==> config.mk <==
export PLATFORM = sky130hd
export DESIGN_NAME = audio_voice_scheduler_flat
export DESIGN_NICKNAME = d
export VERILOG_FILES = /design/src/rtl/audio_voice_scheduler_if.sv /design/src/rtl/audio_voice_scheduler.sv /design/src/flat_wrapper.sv
export SDC_FILE = /design/constraint.sdc
export NUM_CORES = 1
export LEC_CHECK = 0
export ABC_CLOCK_PERIOD_IN_PS = 3800
export CORE_MARGIN = 2
export CORE_UTILIZATION = 43
export DETAILED_ROUTE_END_ITERATION = 12
export PLACE_DENSITY_LB_ADDON = 0.08
export SLEW_MARGIN = 10
export SYNTH_ARGS = -nofsm -noshare
export SYNTH_HDL_FRONTEND = slang
export SYNTH_SLANG_ARGS = --single-unit
==> constraint.sdc <==
create_clock -name CLOCK_50 -period 3.8 [get_ports CLOCK_50]
set_input_delay 1.14 -clock CLOCK_50 [delete_from_list [all_inputs] [get_ports CLOCK_50]]
set_output_delay 1.14 -clock CLOCK_50 [all_outputs]
set_load 0.02 [all_outputs]
==> src/rtl/audio_voice_scheduler_if.sv <==
// Voice-side and Audio_Controller-side signals of the voice scheduler.
// The scheduler connects through the master modport; the environment uses slave.
interface audio_voice_scheduler_if #(
   parameter int NUM_VOICES = 4,
   parameter int SAMPLE_W   = 32
);
   logic [NUM_VOICES*SAMPLE_W-1:0] voice_sample;
   logic [NUM_VOICES-1:0]          voice_valid;
   logic [NUM_VOICES-1:0]          voice_enable;
   logic [NUM_VOICES-1:0]          voice_ack;
   logic                           audio_out_allowed;
   logic [SAMPLE_W-1:0]            left_channel_audio_out;
   logic [SAMPLE_W-1:0]            right_channel_audio_out;
   logic                           write_audio_out;
   logic [15:0]                    frame_count;
   logic [7:0]                     underrun_count;

   modport master (
      input  voice_sample, voice_valid, voice_enable, audio_out_allowed,
      output voice_ack, left_channel_audio_out, right_channel_audio_out,
             write_audio_out, frame_count, underrun_count
   );

   modport slave (
      output voice_sample, voice_valid, voice_enable, audio_out_allowed,
      input  voice_ack, left_channel_audio_out, right_channel_audio_out,
             write_audio_out, frame_count, underrun_count
   );
endinterface

==> src/rtl/audio_voice_scheduler.sv <==
// Polls each voice once per frame, mixes with gain shift and saturation,
// and issues one write per frame into the Audio_Controller output FIFO.
module audio_voice_scheduler #(
   parameter int NUM_VOICES = 4,
   parameter int SAMPLE_W   = 32,
   parameter int GAIN_SHIFT = 2
) (
   input  logic CLOCK_50,
   input  logic reset,
   audio_voice_scheduler_if.master bus
);
   localparam int ACC_W = SAMPLE_W + 3;
   localparam int IDX_W = (NUM_VOICES > 1) ? $clog2(NUM_VOICES) : 1;
   localparam logic [IDX_W-1:0] LAST_IDX = IDX_W'(NUM_VOICES - 1);

   typedef enum logic [1:0] {IDLE, COLLECT, SCALE, WRITE} state_t;

   state_t                  state;
   logic signed [ACC_W-1:0] acc;
   logic [IDX_W-1:0]        idx;
   logic [SAMPLE_W-1:0]     mix;
   logic [15:0]             frames;
   logic [7:0]              underruns;

   logic [SAMPLE_W-1:0]     cur_sample;
   logic                    cur_enable;
   logic                    cur_valid;
   logic                    take;
   logic [NUM_VOICES-1:0]   ack;
   logic signed [ACC_W-1:0] shifted;
   logic                    fits;
   logic [SAMPLE_W-1:0]     sat;

   always_comb begin
      cur_sample = '0;
      cur_enable = 1'b0;
      cur_valid  = 1'b0;
      for (int unsigned i = 0; i < NUM_VOICES; i++) begin
         if (idx == IDX_W'(i)) begin
            cur_sample = bus.voice_sample[i*SAMPLE_W +: SAMPLE_W];
            cur_enable = bus.voice_enable[i];
            cur_valid  = bus.voice_valid[i];
         end
      end
   end

   assign take = (state == COLLECT) && cur_enable && cur_valid;

   always_comb begin
      ack = '0;
      for (int unsigned i = 0; i < NUM_VOICES; i++) begin
         if (take && idx == IDX_W'(i)) ack[i] = 1'b1;
      end
   end

   // The shifted sum fits when every bit above the output sign bit matches it.
   assign shifted = acc >>> GAIN_SHIFT;
   assign fits    = (&shifted[ACC_W-1:SAMPLE_W-1]) | ~(|shifted[ACC_W-1:SAMPLE_W-1]);
   assign sat     = fits ? shifted[SAMPLE_W-1:0]
                  : (shifted[ACC_W-1] ? {1'b1, {(SAMPLE_W-1){1'b0}}}
                                      : {1'b0, {(SAMPLE_W-1){1'b1}}});

   always_ff @(posedge CLOCK_50 or posedge reset) begin
      if (reset) begin
         state     <= IDLE;
         acc       <= '0;
         idx       <= '0;
         mix       <= '0;
         frames    <= '0;
         underruns <= '0;
      end else begin
         case (state)
            IDLE: begin
               acc <= '0;
               idx <= '0;
               if (bus.audio_out_allowed) state <= COLLECT;
            end
            COLLECT: begin
               if (take)
                  acc <= acc + $signed({{3{cur_sample[SAMPLE_W-1]}}, cur_sample});
               if (cur_enable && !cur_valid && underruns != 8'hFF)
                  underruns <= underruns + 8'd1;
               if (idx == LAST_IDX) state <= SCALE;
               else                 idx   <= idx + IDX_W'(1);
            end
            SCALE: begin
               mix   <= sat;
               state <= WRITE;
            end
            WRITE: begin
               if (bus.audio_out_allowed) begin
                  frames <= frames + 16'd1;
                  state  <= IDLE;
               end
            end
            default: state <= IDLE;
         endcase
      end
   end

   // The write strobe is gated by allowed so it can never fire into a full FIFO.
   assign bus.voice_ack               = ack;
   assign bus.write_audio_out         = (state == WRITE) && bus.audio_out_allowed;
   assign bus.left_channel_audio_out  = mix;
   assign bus.right_channel_audio_out = mix;
   assign bus.frame_count             = frames;
   assign bus.underrun_count          = underruns;
endmodule
==> src/flat_wrapper.sv <==
// flat-port wrapper written by rule: the top's interface ports become plain ports
module audio_voice_scheduler_flat 
#(
   parameter int NUM_VOICES = 4,
   parameter int SAMPLE_W   = 32,
   parameter int GAIN_SHIFT = 2
)
  (CLOCK_50, reset, bus_voice_sample, bus_voice_valid, bus_voice_enable, bus_audio_out_allowed, bus_voice_ack, bus_left_channel_audio_out, bus_right_channel_audio_out, bus_write_audio_out, bus_frame_count, bus_underrun_count);
  audio_voice_scheduler_if #(.NUM_VOICES(NUM_VOICES), .SAMPLE_W(SAMPLE_W)) bus_i ();
  input  logic CLOCK_50;
  input  logic reset;
  input wire logic [$bits(bus_i.voice_sample)-1:0] bus_voice_sample;
  input wire logic [$bits(bus_i.voice_valid)-1:0] bus_voice_valid;
  input wire logic [$bits(bus_i.voice_enable)-1:0] bus_voice_enable;
  input wire logic [$bits(bus_i.audio_out_allowed)-1:0] bus_audio_out_allowed;
  output wire logic [$bits(bus_i.voice_ack)-1:0] bus_voice_ack;
  output wire logic [$bits(bus_i.left_channel_audio_out)-1:0] bus_left_channel_audio_out;
  output wire logic [$bits(bus_i.right_channel_audio_out)-1:0] bus_right_channel_audio_out;
  output wire logic [$bits(bus_i.write_audio_out)-1:0] bus_write_audio_out;
  output wire logic [$bits(bus_i.frame_count)-1:0] bus_frame_count;
  output wire logic [$bits(bus_i.underrun_count)-1:0] bus_underrun_count;
  assign bus_i.voice_sample = bus_voice_sample;
  assign bus_i.voice_valid = bus_voice_valid;
  assign bus_i.voice_enable = bus_voice_enable;
  assign bus_i.audio_out_allowed = bus_audio_out_allowed;
  assign bus_voice_ack = bus_i.voice_ack;
  assign bus_left_channel_audio_out = bus_i.left_channel_audio_out;
  assign bus_right_channel_audio_out = bus_i.right_channel_audio_out;
  assign bus_write_audio_out = bus_i.write_audio_out;
  assign bus_frame_count = bus_i.frame_count;
  assign bus_underrun_count = bus_i.underrun_count;
  audio_voice_scheduler #(.NUM_VOICES(NUM_VOICES), .SAMPLE_W(SAMPLE_W), .GAIN_SHIFT(GAIN_SHIFT)) u_core (.CLOCK_50(CLOCK_50), .reset(reset), .bus(bus_i));
endmodule
==> results.txt <==
Status -> finished, final reports clean
Slowest-stage cell, CP -> clkdlybuf4s50_1
CTS root buffer -> clkbuf_16
Post-synthesis simple-gate area fraction -> 19.8%
Slew margin rel. -> 34.7%
Worst Setup SP -> bus_voice_sample[3]
Maxcap violations -> 0
Multi-input logic area -> 0.00492 mm²
Post-Route Utilization -> 70.4%
Via-to-Cell Ratio -> 5.37
Most used cells in the layout excluding fill and tap cells -> clkdlybuf4s50_1 (197), buf_4 (143), a21oi_1 (127)
Site Rows -> 47
Final net count -> 1419
CTS tree -> yes
Final antenna-violating net count -> 0
Vias in the first global route -> 7520
Leakage Power -> 5.31 nW
Most common cell after layout, fill and taps aside -> clkdlybuf4s50_1
Clock Pin Slew Worst Setup and Hold Paths -> 0.07 ns
Initial antenna violation count -> 0
Highest clock rate -> 0.267 GHz
Number of fill cells -> 1388
Vias post-DR -> 7834
Power Total -> 10.5 mW
Cell-by-cell trace of the critical path -> clkdlybuf4s50_1 -> and3_4 -> a21oi_2 -> nor2_1 -> a21oi_1 -> o21ai_2 -> ha_4 -> a21oi_4 -> o211ai_2 -> a22oi_2 -> o22ai_2 -> o21ai_1 -> buf_4 -> a21oi_2 -> or3_1 -> a31o_1
Die Wd -> 134 µm
Cells after Synth -> 918
Hold depth -> 1
Setup crit start kind -> primary input
GPL Wtd Cong -> 0.897
DRT Pass-1 Iters -> 5
Core Area -> 0.0166 mm²
Max VDD drop -> 0.434 mV
Worst setup EP type -> flip-flop
Sequential share of the synthesized area -> 32.6%
Cell mode on critical path -> a21oi_2
Crit path max fanout -> 3
Diodes inserted -> 0
Unrepaired setup endpoints after global routing -> true
# hold bufs at CTS -> 0
Die Y -> 134 µm
Most used DFF post-synth -> dfrtp_1
Hold_sp -> u_core.bus.frame_count[15]$_DFFE_PP0P_
DR WL/cell -> 16.5 µm
Post-synthesis mux area share -> 0.463%
Area Overhead vs Synth -> 59.9%
Input/output buffers -> 231
Post-Synth XOR/XNOR Area -> 6.00%
Slowest stage delay, CP -> 0.39 ns
Hold/Removal Path Class -> flip-flop to flip-flop
Post-Synth Adder-Cell Area -> 8.16%
IO Pins -> 232
Syn nets -> 1104
Clk_lat worst skew -> 0.36 ns
Initial drt markers -> 487
Critical Path Stages -> 16
Global-route wire length before repair -> 36.8 mm
# clock sinks -> 95
Detailed-route wire length -> 24.0 mm
Worst hold path endpoint -> u_core.bus.frame_count[15]$_DFFE_PP0P_
Reg2reg start -> u_core.idx[0]$_DFFE_PP0P_
Tightest Pin Transition -> 0.980 ns
Hold Vio Cnt, Final -> 0
DRC Markers -> 0
Compound-Gate Fraction of Synth Area -> 24.6%
Post-Syn Area -> 0.00730 mm²
Share of post-route cells with drive strength above 1 -> 24.7%
Die ar. -> 0.0180 mm²
R2R setup slack -> 0.13 ns
Critical Path RT -> 4.05 ns
Worst R2R Path Depth -> 18
Distinct cells, synth -> 65
Syn. warnings -> 0
Minimum clock period -> 3.75 ns
Capturing point of the worst reg2reg path -> u_core.acc[34]$_DFFE_PP0P_
Data arrival, critical path -> 4.00 ns
Dpl hpwl -> 17.0 mm
Gr ovfl total -> 0
CTS buffer count -> 9
Final Skew -> 0.00637 ns
Tot GR Track Use -> 25.4%
CP delay by family, top -> compound AO/OA/AOI/OAI gates
Largest family of logic cells by synthesized area -> compound AO/OA/AOI/OAI gates
Final setup violation count -> 0
Seq cells post-synth -> 95
Starting Density -> 44.0%
Register Area -> 0.00238 mm²
Clock buffer depth -> 2
Largest net degree at the start of global routing -> 68
Max Slew Vio Count -> 0
Final Cycle Share -> 98.7%
Critical path type -> primary input to flip-flop
WP buf/inv -> 2
Number of synthesized flops with an enable pin -> 0
Pwr/cell area -> 899 mW/mm²
CTS H-tree lvls -> 3
Async SR Flop Fraction -> 100%
Synthesized area per cell -> 7.95 µm²
[power breakdown]
| part | internal, mW | leakage (nW) | total (mW) | switching (mW) |
|---|---|---|---|---|
| Combinational | 3.73 | 3.95 | 7.71 | 3.98 |
| Clock | 0.575 | 0.148 | 0.987 | 0.412 |
| Sequential | 1.41 | 1.22 | 1.79 | 0.381 |
[cell usage after synthesis (all sizes together) (2+ instances only)]
library cell | number | area [µm²]
a21o | 14 | 105
a21oi | 161 | 836
a221o | 4 | 40.0
a221oi | 2 | 23.8
a311oi | 3 | 43.8
a31o | 2 | 17.5
a31oi | 10 | 62.6
and2 | 4 | 26.3
and3 | 44 | 277
and4 | 3 | 26.3
buf | 50 | 362
clkbuf | 40 | 150
dfrtp | 95 | 2380
ha | 46 | 576
inv | 26 | 97.6
mux2 | 3 | 33.8
nand2 | 76 | 285
nand2b | 5 | 31.3
nand3 | 50 | 250
nand3b | 3 | 22.5
nand4 | 7 | 43.8
nor2 | 86 | 323
nor2b | 4 | 25.0
nor3 | 9 | 45.0
nor3b | 2 | 15.0
o2111ai | 3 | 26.3
o211ai | 2 | 20.0
o21a | 3 | 23.8
o21ai | 74 | 370
o21bai | 5 | 37.5
o22ai | 2 | 12.5
o31ai | 4 | 30.0
o41ai | 2 | 25.0
or2 | 2 | 12.5
or3 | 7 | 43.8
xnor2 | 30 | 263
xor2 | 20 | 175
[routing by layer]
metal,up-vias,share of wire (%),track usage [%],routed length (µm)
met4,0,1.7,8.01,397
met1,3735,43,32.4,10300
met3,29,4.1,3.85,988
met5,-,0,0,0
li1,3868,-,-,-
met2,202,51,44.1,12400
[flip-flops by register name, indices dropped and copies added (netlist names)]
signal,flops
u_core.bus.underrun_count,8
u_core.bus.frame_count,16
u_core.acc,35
u_core.state,2
u_core.bus.left_channel_audio_out,32
u_core.idx,2
[repair_timing]
action | 4_1_cts | 5_1_grt
pin swaps | 65 | 95
endpoints found under the setup margin | 20 | 18
setup buffers | 11 | 25
gates cloned | 0 | 1
gates resized for setup | 73 | 135
[cells by family after synthesis]
logic type / after synthesis
compound gates: 302
mux: 3
simple gates: 304
flops: 95
fa+ha+maj: 47
buf+inv: 117
xor+xnor: 50
[final cells by class]
| type | count | share of cell area, % |
|---|---|---|
| Sequential cell | 95 | 20.4 |
| Clock inverter | 6 | 0.729 |
| Timing Repair Buffer | 394 | 31.5 |
| Tap cell | 220 | 2.36 |
| Multi-Input combinational cell | 706 | 42.2 |
| Inverter | 27 | 0.912 |
| Clock buffer | 10 | 1.96 |
[stage by stage]
step           cells  worst slack (ns)  TNS (ns)  hold WS (ns)  area (µm²)
2_1_floorplan    918            0.0273         0         0.473        7300
3_3_place_gp    1406            -0.654    -10.26         0.461       10400
3_5_place_dp    1406            -0.671    -10.95         0.472       10400
4_1_cts         1432           -0.0121   -0.0121         0.484       10900
5_1_grt         1458           -0.0709    -0.260         0.494       11700
6_report        1458            0.0481         0         0.472       11700
[worst max path at each step]
stage | slack, ns | endpoint
detailed placement | -0.67 | u_core.acc[28]$_DFFE_PP0P_
CTS | -0.01 | bus_voice_ack[0]
finish | 0.05 | u_core.acc[31]$_DFFE_PP0P_
floorplan | 0.03 | u_core.acc[28]$_DFFE_PP0P_
global route | -0.07 | u_core.acc[31]$_DFFE_PP0P_
global placement | -0.65 | u_core.acc[28]$_DFFE_PP0P_
(Power assumes the default switching activity.)
